===== config.mk =====
export PLATFORM = sky130hd
export DESIGN_NAME = csr_counter_arbiter_flat
export DESIGN_NICKNAME = d
export VERILOG_FILES = /design/src/rtl/csr_counter_arbiter_if.sv /design/src/rtl/csr_counter_arbiter.sv /design/src/flat_wrapper.sv
export SDC_FILE = /design/constraint.sdc
export NUM_CORES = 1
export LEC_CHECK = 0
export BUFFER_PORTS_ARGS = -buffer_cell sky130_fd_sc_hd__buf_4
export CAP_MARGIN = 20
export CORE_UTILIZATION = 49
export DETAILED_ROUTE_END_ITERATION = 8
export GPL_ROUTABILITY_DRIVEN = 0
export PLACE_DENSITY_LB_ADDON = 0.25
export SLEW_MARGIN = 20
export SYNTH_ARGS = -nofsm -noshare
export SYNTH_HDL_FRONTEND = slang
export SYNTH_SLANG_ARGS = --single-unit

===== constraint.sdc =====
create_clock -name clk -period 2.1 [get_ports clk]
set_input_delay 0.21 -clock clk [delete_from_list [all_inputs] [get_ports clk]]
set_output_delay 0.21 -clock clk [all_outputs]
set_load 0.005 [all_outputs]

===== src/rtl/csr_counter_arbiter_if.sv =====
// Bus bundle for csr_counter_arbiter.
// Carries the requester side (req_*/rsp_*) and the CSR counter unit read port
// (csr_*). The arbiter takes the slave modport. The master modport is the
// environment around it: the requesters together with the counter unit.
interface csr_counter_arbiter_if #(
  parameter int NUM_REQ = 2
);
  logic [NUM_REQ-1:0]    req_valid;
  logic [NUM_REQ-1:0]    req_ready;
  logic [NUM_REQ*12-1:0] req_csr;
  logic [NUM_REQ-1:0]    req_wide;
  logic [NUM_REQ-1:0]    rsp_valid;
  logic [63:0]           rsp_data;
  logic                  rsp_err;
  logic [11:0]           csr_addr;
  logic                  csr_rd;
  logic [31:0]           csr_rdata;
  logic                  csr_hit;

  modport master (
    output req_valid, req_csr, req_wide, csr_rdata, csr_hit,
    input  req_ready, rsp_valid, rsp_data, rsp_err, csr_addr, csr_rd
  );

  modport slave (
    input  req_valid, req_csr, req_wide, csr_rdata, csr_hit,
    output req_ready, rsp_valid, rsp_data, rsp_err, csr_addr, csr_rd
  );
endinterface


===== src/rtl/csr_counter_arbiter.sv =====
// csr_counter_arbiter
// Shares the single 32-bit read port of the CSR counter unit among NUM_REQ
// requesters with round-robin grant. Narrow reads pass one address through.
// Wide reads are sequenced so that the returned {hi, lo} pair is consistent.
//
// Build option CSR_ARB_TORN_CHECK_EN:
//   defined   - wide read is hi, lo, hi. The second hi is compared with the
//               first one. On a mismatch the lo/hi pair is re-read, up to
//               MAX_RETRY times, and then the last values are accepted.
//   undefined - wide read is lo then hi with no compare. MAX_RETRY is unused.
module csr_counter_arbiter #(
  parameter int NUM_REQ   = 2,
  parameter int MAX_RETRY = 3
) (
  input  logic                  clk,
  input  logic                  reset,
  csr_counter_arbiter_if.slave  bus
);

  localparam int          PTR_W  = (NUM_REQ > 1) ? $clog2(NUM_REQ) : 1;
  localparam logic [11:0] HI_OFS = 12'h080;

  if (NUM_REQ < 2 || MAX_RETRY < 0) begin : g_cfg_check
    $error("csr_counter_arbiter: NUM_REQ must be >= 2 and MAX_RETRY >= 0");
  end

  typedef enum logic [2:0] {
    IDLE   = 3'd0,
    RD_HI1 = 3'd1,
    RD_LO  = 3'd2,
    RD_HI2 = 3'd3,
    RESP   = 3'd4
  } state_t;

  state_t           state, state_nxt;
  logic [PTR_W-1:0] rr_ptr;
  logic [PTR_W-1:0] gnt_idx, gnt_q;
  logic             gnt_any;
  logic [11:0]      gnt_csr, csr_q;
  logic             gnt_wide, wide_q;
  logic             bad_q;   // wide request already addressed the hi half
  logic             err_q;
  logic [31:0]      lo_q, hi_q;

`ifdef CSR_ARB_TORN_CHECK_EN
  localparam int                 RETRY_W   = (MAX_RETRY > 0) ? $clog2(MAX_RETRY + 1) : 1;
  localparam logic [RETRY_W-1:0] RETRY_MAX = RETRY_W'(MAX_RETRY);
  logic [RETRY_W-1:0] retry_cnt;
  logic               hi_done;

  // The snapshot is accepted once hi is stable, the retry budget is spent, or
  // an error already makes the data meaningless.
  assign hi_done = (bus.csr_rdata == hi_q) || (retry_cnt == RETRY_MAX) || err_q;
`endif

  // Round-robin pick: first pending requester at or after rr_ptr, wrapping.
  always_comb begin
    // NOTE: every combinational output gets a default first, so no path can
    // leave it unassigned and infer a latch.
    gnt_any  = 1'b0;
    gnt_idx  = '0;
    gnt_csr  = '0;
    gnt_wide = 1'b0;
    for (int k = 0; k < NUM_REQ; k++) begin
      for (int i = 0; i < NUM_REQ; i++) begin
        if (!gnt_any && (i == (int'(rr_ptr) + k) % NUM_REQ) && bus.req_valid[i]) begin
          gnt_any  = 1'b1;
          gnt_idx  = PTR_W'(i);
          gnt_csr  = bus.req_csr[12*i +: 12];
          gnt_wide = bus.req_wide[i];
        end
      end
    end
  end

  // One-cycle accept strobe, only while idle and out of reset.
  always_comb begin
    bus.req_ready = '0;
    if (state == IDLE && gnt_any && !reset) begin
      bus.req_ready[gnt_idx] = 1'b1;
    end
  end

  // Next-state logic and read strobe to the counter unit.
  always_comb begin
    state_nxt    = state;
    bus.csr_rd   = 1'b0;
    bus.csr_addr = '0;
    case (state)
      IDLE: begin
        if (gnt_any) begin
`ifdef CSR_ARB_TORN_CHECK_EN
          state_nxt = gnt_wide ? RD_HI1 : RD_LO;
`else
          state_nxt = RD_LO;
`endif
        end
      end
      RD_LO: begin
        if (bad_q) begin
          state_nxt = RESP;
        end else begin
          bus.csr_rd   = 1'b1;
          bus.csr_addr = csr_q;
          if (!wide_q) begin
            state_nxt = RESP;
          end else begin
`ifdef CSR_ARB_TORN_CHECK_EN
            state_nxt = RD_HI2;
`else
            state_nxt = RD_HI1;
`endif
          end
        end
      end
      RD_HI1: begin
        if (bad_q) begin
          state_nxt = RESP;
        end else begin
          bus.csr_rd   = 1'b1;
          bus.csr_addr = csr_q | HI_OFS;
`ifdef CSR_ARB_TORN_CHECK_EN
          state_nxt = RD_LO;
`else
          state_nxt = RESP;
`endif
        end
      end
`ifdef CSR_ARB_TORN_CHECK_EN
      RD_HI2: begin
        bus.csr_rd   = 1'b1;
        bus.csr_addr = csr_q | HI_OFS;
        state_nxt    = hi_done ? RESP : RD_LO;
      end
`endif
      RESP:    state_nxt = IDLE;
      default: state_nxt = IDLE;
    endcase
  end

  // Response outputs are driven only in RESP and are zero everywhere else.
  always_comb begin
    bus.rsp_valid = '0;
    bus.rsp_data  = '0;
    bus.rsp_err   = 1'b0;
    if (state == RESP) begin
      bus.rsp_valid[gnt_q] = 1'b1;
      bus.rsp_data         = wide_q ? {hi_q, lo_q} : {32'h0, lo_q};
      bus.rsp_err          = err_q;
    end
  end

  // State register, grant bookkeeping and data capture.
  always_ff @(posedge clk) begin
    if (reset) begin
      state  <= IDLE;
      rr_ptr <= '0;
      gnt_q  <= '0;
      csr_q  <= '0;
      wide_q <= 1'b0;
      bad_q  <= 1'b0;
      err_q  <= 1'b0;
      lo_q   <= '0;
      hi_q   <= '0;
`ifdef CSR_ARB_TORN_CHECK_EN
      retry_cnt <= '0;
`endif
    end else begin
      // NOTE: sequential state uses non-blocking assignments, so every
      // register here samples values from before the clock edge.
      state <= state_nxt;
      case (state)
        IDLE: begin
          if (gnt_any) begin
            gnt_q  <= gnt_idx;
            csr_q  <= gnt_csr;
            wide_q <= gnt_wide;
            bad_q  <= gnt_wide & gnt_csr[7];
            err_q  <= gnt_wide & gnt_csr[7];
            lo_q   <= '0;
            hi_q   <= '0;
            rr_ptr <= (gnt_idx == PTR_W'(NUM_REQ - 1)) ? '0 : gnt_idx + 1'b1;
          end
        end
        RD_LO: begin
          if (!bad_q) begin
            lo_q  <= bus.csr_rdata;
            err_q <= err_q | ~bus.csr_hit;
          end
        end
        RD_HI1: begin
          if (!bad_q) begin
            hi_q  <= bus.csr_rdata;
            err_q <= err_q | ~bus.csr_hit;
          end
        end
`ifdef CSR_ARB_TORN_CHECK_EN
        RD_HI2: begin
          hi_q  <= bus.csr_rdata;
          err_q <= err_q | ~bus.csr_hit;
          if (!hi_done) begin
            retry_cnt <= retry_cnt + 1'b1;
          end
        end
`endif
        RESP: begin
          err_q <= 1'b0;
          bad_q <= 1'b0;
`ifdef CSR_ARB_TORN_CHECK_EN
          retry_cnt <= '0;
`endif
        end
        default: ;
      endcase
    end
  end

endmodule


===== src/flat_wrapper.sv =====
// flat-port wrapper written by rule: the top's interface ports become plain ports
module csr_counter_arbiter_flat 
#(
  parameter int NUM_REQ   = 2,
  parameter int MAX_RETRY = 3
)
  (clk, reset, bus_req_valid, bus_req_csr, bus_req_wide, bus_csr_rdata, bus_csr_hit, bus_req_ready, bus_rsp_valid, bus_rsp_data, bus_rsp_err, bus_csr_addr, bus_csr_rd);
  csr_counter_arbiter_if #(.NUM_REQ(NUM_REQ)) bus_i ();
  input  logic clk;
  input  logic reset;
  input wire logic [$bits(bus_i.req_valid)-1:0] bus_req_valid;
  input wire logic [$bits(bus_i.req_csr)-1:0] bus_req_csr;
  input wire logic [$bits(bus_i.req_wide)-1:0] bus_req_wide;
  input wire logic [$bits(bus_i.csr_rdata)-1:0] bus_csr_rdata;
  input wire logic [$bits(bus_i.csr_hit)-1:0] bus_csr_hit;
  output wire logic [$bits(bus_i.req_ready)-1:0] bus_req_ready;
  output wire logic [$bits(bus_i.rsp_valid)-1:0] bus_rsp_valid;
  output wire logic [$bits(bus_i.rsp_data)-1:0] bus_rsp_data;
  output wire logic [$bits(bus_i.rsp_err)-1:0] bus_rsp_err;
  output wire logic [$bits(bus_i.csr_addr)-1:0] bus_csr_addr;
  output wire logic [$bits(bus_i.csr_rd)-1:0] bus_csr_rd;
  assign bus_i.req_valid = bus_req_valid;
  assign bus_i.req_csr = bus_req_csr;
  assign bus_i.req_wide = bus_req_wide;
  assign bus_i.csr_rdata = bus_csr_rdata;
  assign bus_i.csr_hit = bus_csr_hit;
  assign bus_req_ready = bus_i.req_ready;
  assign bus_rsp_valid = bus_i.rsp_valid;
  assign bus_rsp_data = bus_i.rsp_data;
  assign bus_rsp_err = bus_i.rsp_err;
  assign bus_csr_addr = bus_i.csr_addr;
  assign bus_csr_rd = bus_i.csr_rd;
  csr_counter_arbiter #(.NUM_REQ(NUM_REQ), .MAX_RETRY(MAX_RETRY)) u_core (.clk(clk), .reset(reset), .bus(bus_i));
endmodule

==> impl_metrics.ini, run 1 <==
[status]
run_status = finished, final reports clean

[critical_path]
crit_slowest_cell = sky130_fd_sc_hd__nor3_4
worstPathMaxFanout = 18
data_required_time_of_the_critical_path_ns = 1.89
slowest_delay_ns = 0.41
critical_path.cell_chain = nor3_4 -> o21ai_4 -> nor3_1 -> buf_4
worstSetupStartpointType = flop
startpoint_to_endpoint_class_of_the_critical_path = flop to output pin
worst_ep_arrival_time_ns = 1.72
setup.worst_path.end_class = output pin
ff2ff_path_depth = 5

[cells_and_area]
filler_cell_count = 629
multiInputGateArea_sq_mm = 0.00185
final_nets = 604
n_antenna_cell = 0
finalNonFillerCells = 645
ratio_of_cells_with_drive_above_1_in_the_final_layout = 0.350
layout_commonest_cell = sky130_fd_sc_hd__buf_4
most_frequent_cells_in_the_layout = sky130_fd_sc_hd__buf_4, sky130_fd_sc_hd__dfxtp_1, sky130_fd_sc_hd__and2_1
areaGrowthSynthToFinish_pct = 35.9
ff_latch_area_sq_mm = 0.00169

[sta]
hold_viol_final = 0
rsz0062_at_grt = no
slew_headroom = 0.635
worst_slack_ns = 0.169
fmax_mhz = 518
period_minus_slack_ns = 1.93
final.setup_skew_ns = 0.0138
tightest_slew_ns = 0.547
timing.setup.tns_ns = 0
finalCritPeriodShare = 0.920
final_max_slew_viol_count = 0
report.final.setup_viol = 0

[floorplanning]
initial_core_util = 0.511
design.die.area_sq_mm = 0.00799
fp.coreArea_sq_mm = 0.00733
placementRows = 31
dieHeight_um = 89.4
pin_count = 145
chipWidth_um = 89.4

[global_route]
globalRouteTotalUtil = 0.244
gr-total-overflow = 0
number_of_antenna_violations_at_the_first_check_in_global_routing = 0
wire_length_of_the_first_global_routing_pass_um = 15200
grt_pass1_vias = 3377
grt_start_max_net_pins = 58

[cts]
htreeDepth = 3
tritoncts = done
cts-buffers-inserted = 9
path_clk_slew_ns = 0.10
clockBufferDepth = 2
cts_root_buffer = sky130_fd_sc_hd__clkbuf_8
tritoncts_num_sinks = 84
clk-insertion-delay-late_ns = 0.35
cts_hold_repair.buffers = 0

[run]
max_cap_viol_count = 0

[place]
placement.io_buffers = 144
post-place-ws_ns = 0.312
dpl.hpwl_um = 6570
place.detailed.instances = 629

[hold_path]
hold-path-cell-count = 2
worstHoldPathType = primary input to flop

[power]
reported_leakage_power_nw = 2.31
max-vdd-ir-drop_mv = 0.421
power_density_mw_per_mm2 = 694

[route]
firstDrtPassIters = 5
drc = 0
drt.antenna.violating_nets = 0
vias = 3514
via_per_inst = 5.45
routed_wire_length_per_instance_um = 15.0
route.final.wire_length_um = 9650
drt_iter0_drc = 189

[synthesis]
syn_inst = 411
syn_area_per_cell_sq_um = 9.11
synth_cell_types = 38
register_bit_total_from_synthesis = 84
post_syn_area_sq_mm = 0.00374
yosysWarnings = 0
syn_nets = 474
synth_sequential_area_ratio = 0.449
## worst max-delay path, delay by kind of cell, from the launching register on
family	cells	cell delay [ns]
buffers and inverters	1	0.14
and+or+nand+nor	2	0.61
DFF	1	0.39
AOI/OAI and AO/OA	1	0.25
## layout make-up
cell class / instances / area share
sequential: 84 / 0.331
tap: 99 / 0.0243
clock inverter: 7 / 0.0167
timing repair buffer: 160 / 0.239
inverter: 1 / 0.000738
multi-input combinational: 285 / 0.364
clock buffer: 9 / 0.0243
## per-stage QoR
step	power, W	utilization	cell area [sq um]	hold slack, ns
6_report	0.00353	0.694	5090	0.0745
2_1_floorplan	0.00214	-	3740	0.335
3_3_place_gp	0.00236	0.664	4870	0.429
5_1_grt	0.00371	0.694	5090	0.0583
3_5_place_dp	0.00238	0.664	4870	0.434
4_1_cts	0.00356	0.693	5080	0.0609
## state kept, by name (all words and copies together) (netlist names)
register / flops
u_core.err_q: 1
u_core.gnt_q: 1
u_core.lo_q: 32
u_core.state: 3
u_core.wide_q: 1
u_core.hi_q: 32
u_core.bad_q: 1
u_core.rr_ptr: 1
u_core.csr_q: 12
## kinds of logic after synthesis
family / share of synthesized area
AO/OA/AOI/OAI: 0.189
XOR/XNOR: 0.00234
buffers and inverters: 0.0615
flip-flops: 0.449
AND/OR/NAND/NOR: 0.298
## power breakdown
group / total (W) / internal, W / switching, W
Sequential: 0.00174 / 0.00168 / 0.0000649
Clock: 0.00118 / 0.000568 / 0.000616
Combinational: 0.000604 / 0.000275 / 0.000328
Total: 0.00353 / 0.00252 / 0.00101
## cells in the mapped netlist (all sizes together)
master	number	share of area
dfxtp	84	0.45
and2	46	0.077
nand2	34	0.034
o21ai	34	0.046
and3	33	0.055
a22o	32	0.075
nand3b	32	0.064
buf	26	0.045
nor3	18	0.027
nor2	16	0.017
clkbuf	15	0.016
a221oi	12	0.030
a21oi	5	0.0067
nor2b	3	0.0050
nor3b	3	0.0087
a2111oi	2	0.0080
a21boi	2	0.0050
a31oi	2	0.0033
a32oi	2	0.0047
nand3	2	0.0027
a2111o	1	0.0030
inv	1	0.0010
nand2b	1	0.0017
nor4b	1	0.0063
o21a	1	0.0023
o31a	1	0.0023
o31ai	1	0.0020
xor2	1	0.0023
## layer usage
layer,track usage,wire [um],up-vias
li1,-,-,1730
met1,0.301,4210,1668
met2,0.427,4810,109
met3,0.0471,528,7
met4,0.0837,100,0
met5,0,0,-
## path summary, 6_finish.rpt
check | start | slack (ns) | endpoint
setup / recovery | u_core.state[0] | 0.17 | bus_req_ready[0]
hold / removal | bus_csr_rdata[6] | 0.07 | u_core.lo_q[6]
setup reg to reg | u_core.state[0] | 0.49 | u_core.hi_q[16]
hold reg to reg | u_core.gnt_q | 0.48 | u_core.gnt_q
## what timing repair did
item,in CTS,in global routing
gates resized for setup,0,4
setup endpoints to repair,0,51
setup buffers,0,0
(Power assumes the default switching activity.)
==> run 2, diff against run 1 <==
PLACE_DENSITY = 0.79   (was default)
PLACE_DENSITY_LB_ADDON = default   (was 0.25)
==> run 2 against run 1 <==
Against the previous run:
- sequential power hardly changed
- setup slack worse by 0.079 ns
- cell area is 1.0% higher
- largest cell class unchanged
- non-clock buffer count is 1 higher
- clock skew is 0.0058 ns lower
- sequential share of layout area is 0.36 points lower
- first-iteration DRC count is 1.6% lower
- sequential cell count stayed put
- register-to-register slack worse by 0.03 ns
- power is 6.8% higher
- final cell count is 0.16% higher
- clock power is 19% higher
==> impl_metrics.ini, run 2 (same netlist as run 1, synthesis figures left out) <==
[hold_path]
worstHoldPathType = primary input to flop

[route]
routed_wire_length_per_instance_um = 15.5
vias = 3515
firstDrtPassIters = 5
drt_iter0_drc = 186
drc = 0
route.final.wire_length_um = 9990
drt.antenna.violating_nets = 0
via_per_inst = 5.44

[floorplanning]
design.die.area_sq_mm = 0.00799
pin_count = 145
dieHeight_um = 89.4
chipWidth_um = 89.4
fp.coreArea_sq_mm = 0.00733
initial_core_util = 0.511
placementRows = 31

[cts]
path_clk_slew_ns = 0.08
clk-insertion-delay-late_ns = 0.34
cts_hold_repair.buffers = 0
htreeDepth = 3
cts_root_buffer = sky130_fd_sc_hd__clkbuf_8
clockBufferDepth = 2
tritoncts = done
post_cts_buffers = 0
tritoncts_num_sinks = 84
cts-buffers-inserted = 9

[run]
max_cap_viol_count = 0

[global_route]
number_of_antenna_violations_at_the_first_check_in_global_routing = 0
globalRouteTotalUtil = 0.247
wire_length_of_the_first_global_routing_pass_um = 15200
grt_start_max_net_pins = 58
grt_pass1_vias = 3224
gr-total-overflow = 0

[sta]
fmax_mhz = 498
slew_headroom = 0.468
finalCritPeriodShare = 0.957
hold_viol_final = 0
final_max_slew_viol_count = 0
timing.setup.tns_ns = 0
final.setup_skew_ns = 0.00795
report.final.setup_viol = 0
period_minus_slack_ns = 2.01
rsz0062_at_grt = no
tightest_slew_ns = 0.799

[cells_and_area]
areaGrowthSynthToFinish_pct = 37.3
most_frequent_cells_in_the_layout = sky130_fd_sc_hd__buf_4, sky130_fd_sc_hd__dfxtp_1, sky130_fd_sc_hd__and2_1
reg.largest.list = u_core.hi_q x32, u_core.lo_q x32, u_core.csr_q x12
finalNonFillerCells = 646
n_antenna_cell = 0
final_nets = 605
ratio_of_cells_with_drive_above_1_in_the_final_layout = 0.347
layout_commonest_cell = sky130_fd_sc_hd__buf_4

[critical_path]
setup.worst_path.end_class = output pin
worstPathMaxFanout = 56
startpoint_to_endpoint_class_of_the_critical_path = flop to output pin
data_required_time_of_the_critical_path_ns = 1.89
worstSetupStartpointType = flop
worst_ep_arrival_time_ns = 1.80

[place]
place.detailed.instances = 630
dpl.hpwl_um = 6560
placement.io_buffers = 144

[power]
reported_leakage_power_nw = 2.34
power_density_mw_per_mm2 = 733
max-vdd-ir-drop_mv = 0.338

[status]
run_status = finished, final reports clean
[run 2: layout make-up]
| cell class | count | area, sq um |
|---|---|---|
| clock buffers | 12 | 155 |
| well taps | 99 | 124 |
| repair buffers | 161 | 1230 |
| fillers | 596 | 2190 |
| clock inverters | 4 | 95.1 |
| inverters | 1 | 3.75 |
| multi-input cells | 285 | 1850 |
| flip-flops and latches | 84 | 1680 |
[run 2: worst paths after layout]
kind,startpoint,to,slack (ns),cells after the start
max,u_core.state[0],bus_rsp_data[62],0.09,5
min,bus_csr_rdata[30],u_core.lo_q[30],0.08,2
max reg2reg,u_core.state[0],u_core.hi_q[28],0.46,6
min reg2reg,u_core.gnt_q,u_core.gnt_q,0.47,2
[run 2: critical path, cell delays in order (launching register included)]
cell                      delay, ns
sky130_fd_sc_hd__dfxtp_1       0.36
sky130_fd_sc_hd__buf_4         0.18
sky130_fd_sc_hd__nor3b_4       0.26
sky130_fd_sc_hd__buf_12        0.25
sky130_fd_sc_hd__and3_1        0.25
sky130_fd_sc_hd__buf_4         0.13
[run 2: report_power, final]
part	switching [W]	internal, W
sequential	0.0000619	0.00168
clock	0.000558	0.000855
combinational	0.000337	0.000280
[run 2: through the flow]
step | power [W] | hold slack [ns] | area, sq um | worst slack, ns | utilization
finish | 0.00377 | 0.0778 | 5140 | 0.0903 | 0.701
global route | 0.00392 | 0.0670 | 5140 | 0.00731 | 0.701
CTS | 0.00379 | 0.0677 | 5140 | 0.0117 | 0.701
detailed placement | 0.00239 | 0.437 | 4890 | 0.329 | 0.667
global placement | 0.00237 | 0.430 | 4890 | 0.418 | 0.667
floorplan | 0.00214 | 0.335 | 3740 | 0.637 | -
[run 2: what timing repair did]
action,in CTS,in global routing
gates resized for setup,0,2
setup endpoints to repair,0,12
endpoints found under the hold margin,0,0
[run 2: layer usage]
layer / vias up / GRT usage / routed length, um
li1: 1722 / - / -
met3: 14 / 0.0425 / 520
met1: 1665 / 0.310 / 4230
met5: - / 0 / 0
met2: 114 / 0.423 / 5070
met4: 0 / 0.0967 / 175
==> run 3, diff against run 2 <==
BUFFER_PORTS_ARGS = -buffer_cell sky130_fd_sc_hd__buf_2   (was -buffer_cell sky130_fd_sc_hd__buf_4)
SETUP_SLACK_MARGIN = 0.05   (was default)
==> run 3 against run 2 <==
Against the previous run:
- final cell count fell by 0.15%
- die area did not move
- clock-buffer cell count fell by 1
- non-clock buffer count rose by 1
- routed wire length fell by 5.3%
- hold slack improved by 0.016 ns
- highest routed layer unchanged
- largest power group unchanged
==> impl_metrics.ini, run 3 (same netlist as run 1, synthesis figures left out) <==
[critical_path]
worstPathMaxFanout = 56
data_required_time_of_the_critical_path_ns = 1.89
worst_ep_arrival_time_ns = 1.68
critical_path_source = u_core.state[2]
setup.worst_path.end_class = output pin
worstSetupStartpointType = flop
worstReg2RegStart = u_core.state[0]
startpoint_to_endpoint_class_of_the_critical_path = flop to output pin

[cells_and_area]
most_frequent_cells_in_the_layout = sky130_fd_sc_hd__buf_2, sky130_fd_sc_hd__dfxtp_1, sky130_fd_sc_hd__and2_1
layout_commonest_cell = sky130_fd_sc_hd__buf_2
reg.largest.list = u_core.hi_q x32, u_core.lo_q x32, u_core.csr_q x12
ff_latch_area_sq_mm = 0.00168
ratio_of_cells_with_drive_above_1_in_the_final_layout = 0.346
filler_cell_count = 631
areaGrowthSynthToFinish_pct = 25.4
multiInputGateArea_sq_mm = 0.00185
finalNonFillerCells = 645
final_nets = 606
utilization = 0.640
n_antenna_cell = 0

[place]
dpl.hpwl_um = 6450
place.detailed.instances = 631
placement.io_buffers = 144
post-place-ws_ns = 0.352

[route]
drc = 0
routed_wire_length_per_instance_um = 14.7
drt_iter0_drc = 100
wl_on_met1_um = 4270
wl_met2_um = 4660
vias = 3494
firstDrtPassIters = 4
met3_wirelength_um = 388
via_per_inst = 5.42
route.final.wire_length_um = 9460
drt.antenna.violating_nets = 0
route.top_layer_used = met4

[sta]
final.setup_skew_ns = 0.00844
timing.setup.tns_ns = 0
worst_slack_ns = 0.208
rsz0062_at_grt = no
final_max_slew_viol_count = 0
whs_ns = 0.0941
period_minus_slack_ns = 1.89
slew_headroom = 0.492
tightest_slew_ns = 0.762
finalCritPeriodShare = 0.901
fmax_mhz = 529
report.final.setup_viol = 0
hold_viol_final = 0

[cts]
tritoncts_num_sinks = 84
clockBufferDepth = 2
htreeDepth = 3
post_cts_buffers = 0
tritoncts = done
cts-buffers-inserted = 9
clk-insertion-delay-late_ns = 0.34
path_clk_slew_ns = 0.08
cts_root_buffer = sky130_fd_sc_hd__clkbuf_8

[hold_path]
worstHoldPathType = primary input to flop
hold_path_origin = bus_csr_rdata[23]

[power]
cellInternalPower_w = 0.00236
pwr-share-clk = 0.295
switchingPower_w = 0.000912
combinationalPowerShare = 0.172
sequentialPowerShare = 0.532
reported_leakage_power_nw = 2.25
power_density_mw_per_mm2 = 696
max-vdd-ir-drop_mv = 0.392
net_switching_share_of_the_total_power = 0.279

[run]
max_cap_viol_count = 0

[floorplanning]
dieHeight_um = 89.4
pin_count = 145
chipWidth_um = 89.4
initial_core_util = 0.511
fp.coreArea_sq_mm = 0.00733
design.die.area_sq_mm = 0.00799
placementRows = 31

[global_route]
gr-total-overflow = 0
grt_start_max_net_pins = 57
grt_pass1_vias = 3165
wire_length_of_the_first_global_routing_pass_um = 14700
number_of_antenna_violations_at_the_first_check_in_global_routing = 0
globalRouteTotalUtil = 0.238

[status]
run_status = finished, final reports clean
-- run 3: cell types whose count changed in the layout (fill, tap and decap cells not counted) --
cell                        before  now
sky130_fd_sc_hd__buf_2           0  144
sky130_fd_sc_hd__clkinv_2        1    3
sky130_fd_sc_hd__bufinv_16       3    0
sky130_fd_sc_hd__clkbuf_8       11   10
sky130_fd_sc_hd__buf_4         159   16
-- run 3: through the flow --
step                      instance area [sq um]  power, W
after global routing                       4690   0.00345
after floorplan                            3740   0.00214
after global placement                     4540   0.00232
after CTS                                  4690   0.00330
after detailed placement                   4540   0.00234
final                                      4690   0.00327
-- run 3: critical path, cell delays in order (launching register included) --
cell                      delay, ns
sky130_fd_sc_hd__dfxtp_1       0.47
sky130_fd_sc_hd__nor3b_4       0.30
sky130_fd_sc_hd__buf_12        0.26
sky130_fd_sc_hd__and3_1        0.21
sky130_fd_sc_hd__buf_2         0.12
-- run 3: routing by layer --
layer  global-route usage  up-vias
met4               0.0794        0
li1                     -     1734
met1                0.303     1646
met2                0.407      100
met5                    0        -
met3               0.0425       14
-- run 3: worst paths after layout --
check                                         to  slack (ns)  cells past startpoint
worst max-delay path            bus_rsp_data[53]        0.21                      4
worst min-delay path             u_core.lo_q[23]        0.09                      2
worst min register to register   u_core.lo_q[24]        0.47                      1
worst max register to register   u_core.hi_q[19]        0.50                      5
-- run 3: area by class of cell --
class                           instances  share of cell area
Clock buffer                           11              0.0301
Clock inverter                          3             0.00320
Inverter                                1            0.000800
Multi-Input combinational cell        285               0.393
Sequential cell                        84               0.359
Tap cell                               99              0.0264
Timing Repair Buffer                  162               0.188
-- run 3: power by group through the flow --
stage          Combinational [W]  Clock [W]  Sequential, W
2_1_floorplan           0.000390          0        0.00175
3_3_place_gp            0.000546          0        0.00177
3_5_place_dp            0.000562          0        0.00178
4_1_cts                 0.000566   0.000997        0.00174
5_1_grt                 0.000623    0.00107        0.00175
6_report                0.000563   0.000965        0.00174
-- run 3: repair_timing --
action                                  in CTS  in global routing
gates resized for setup                      0                  2
hold buffers                                 0                  0
endpoints found under the setup margin       0                 11
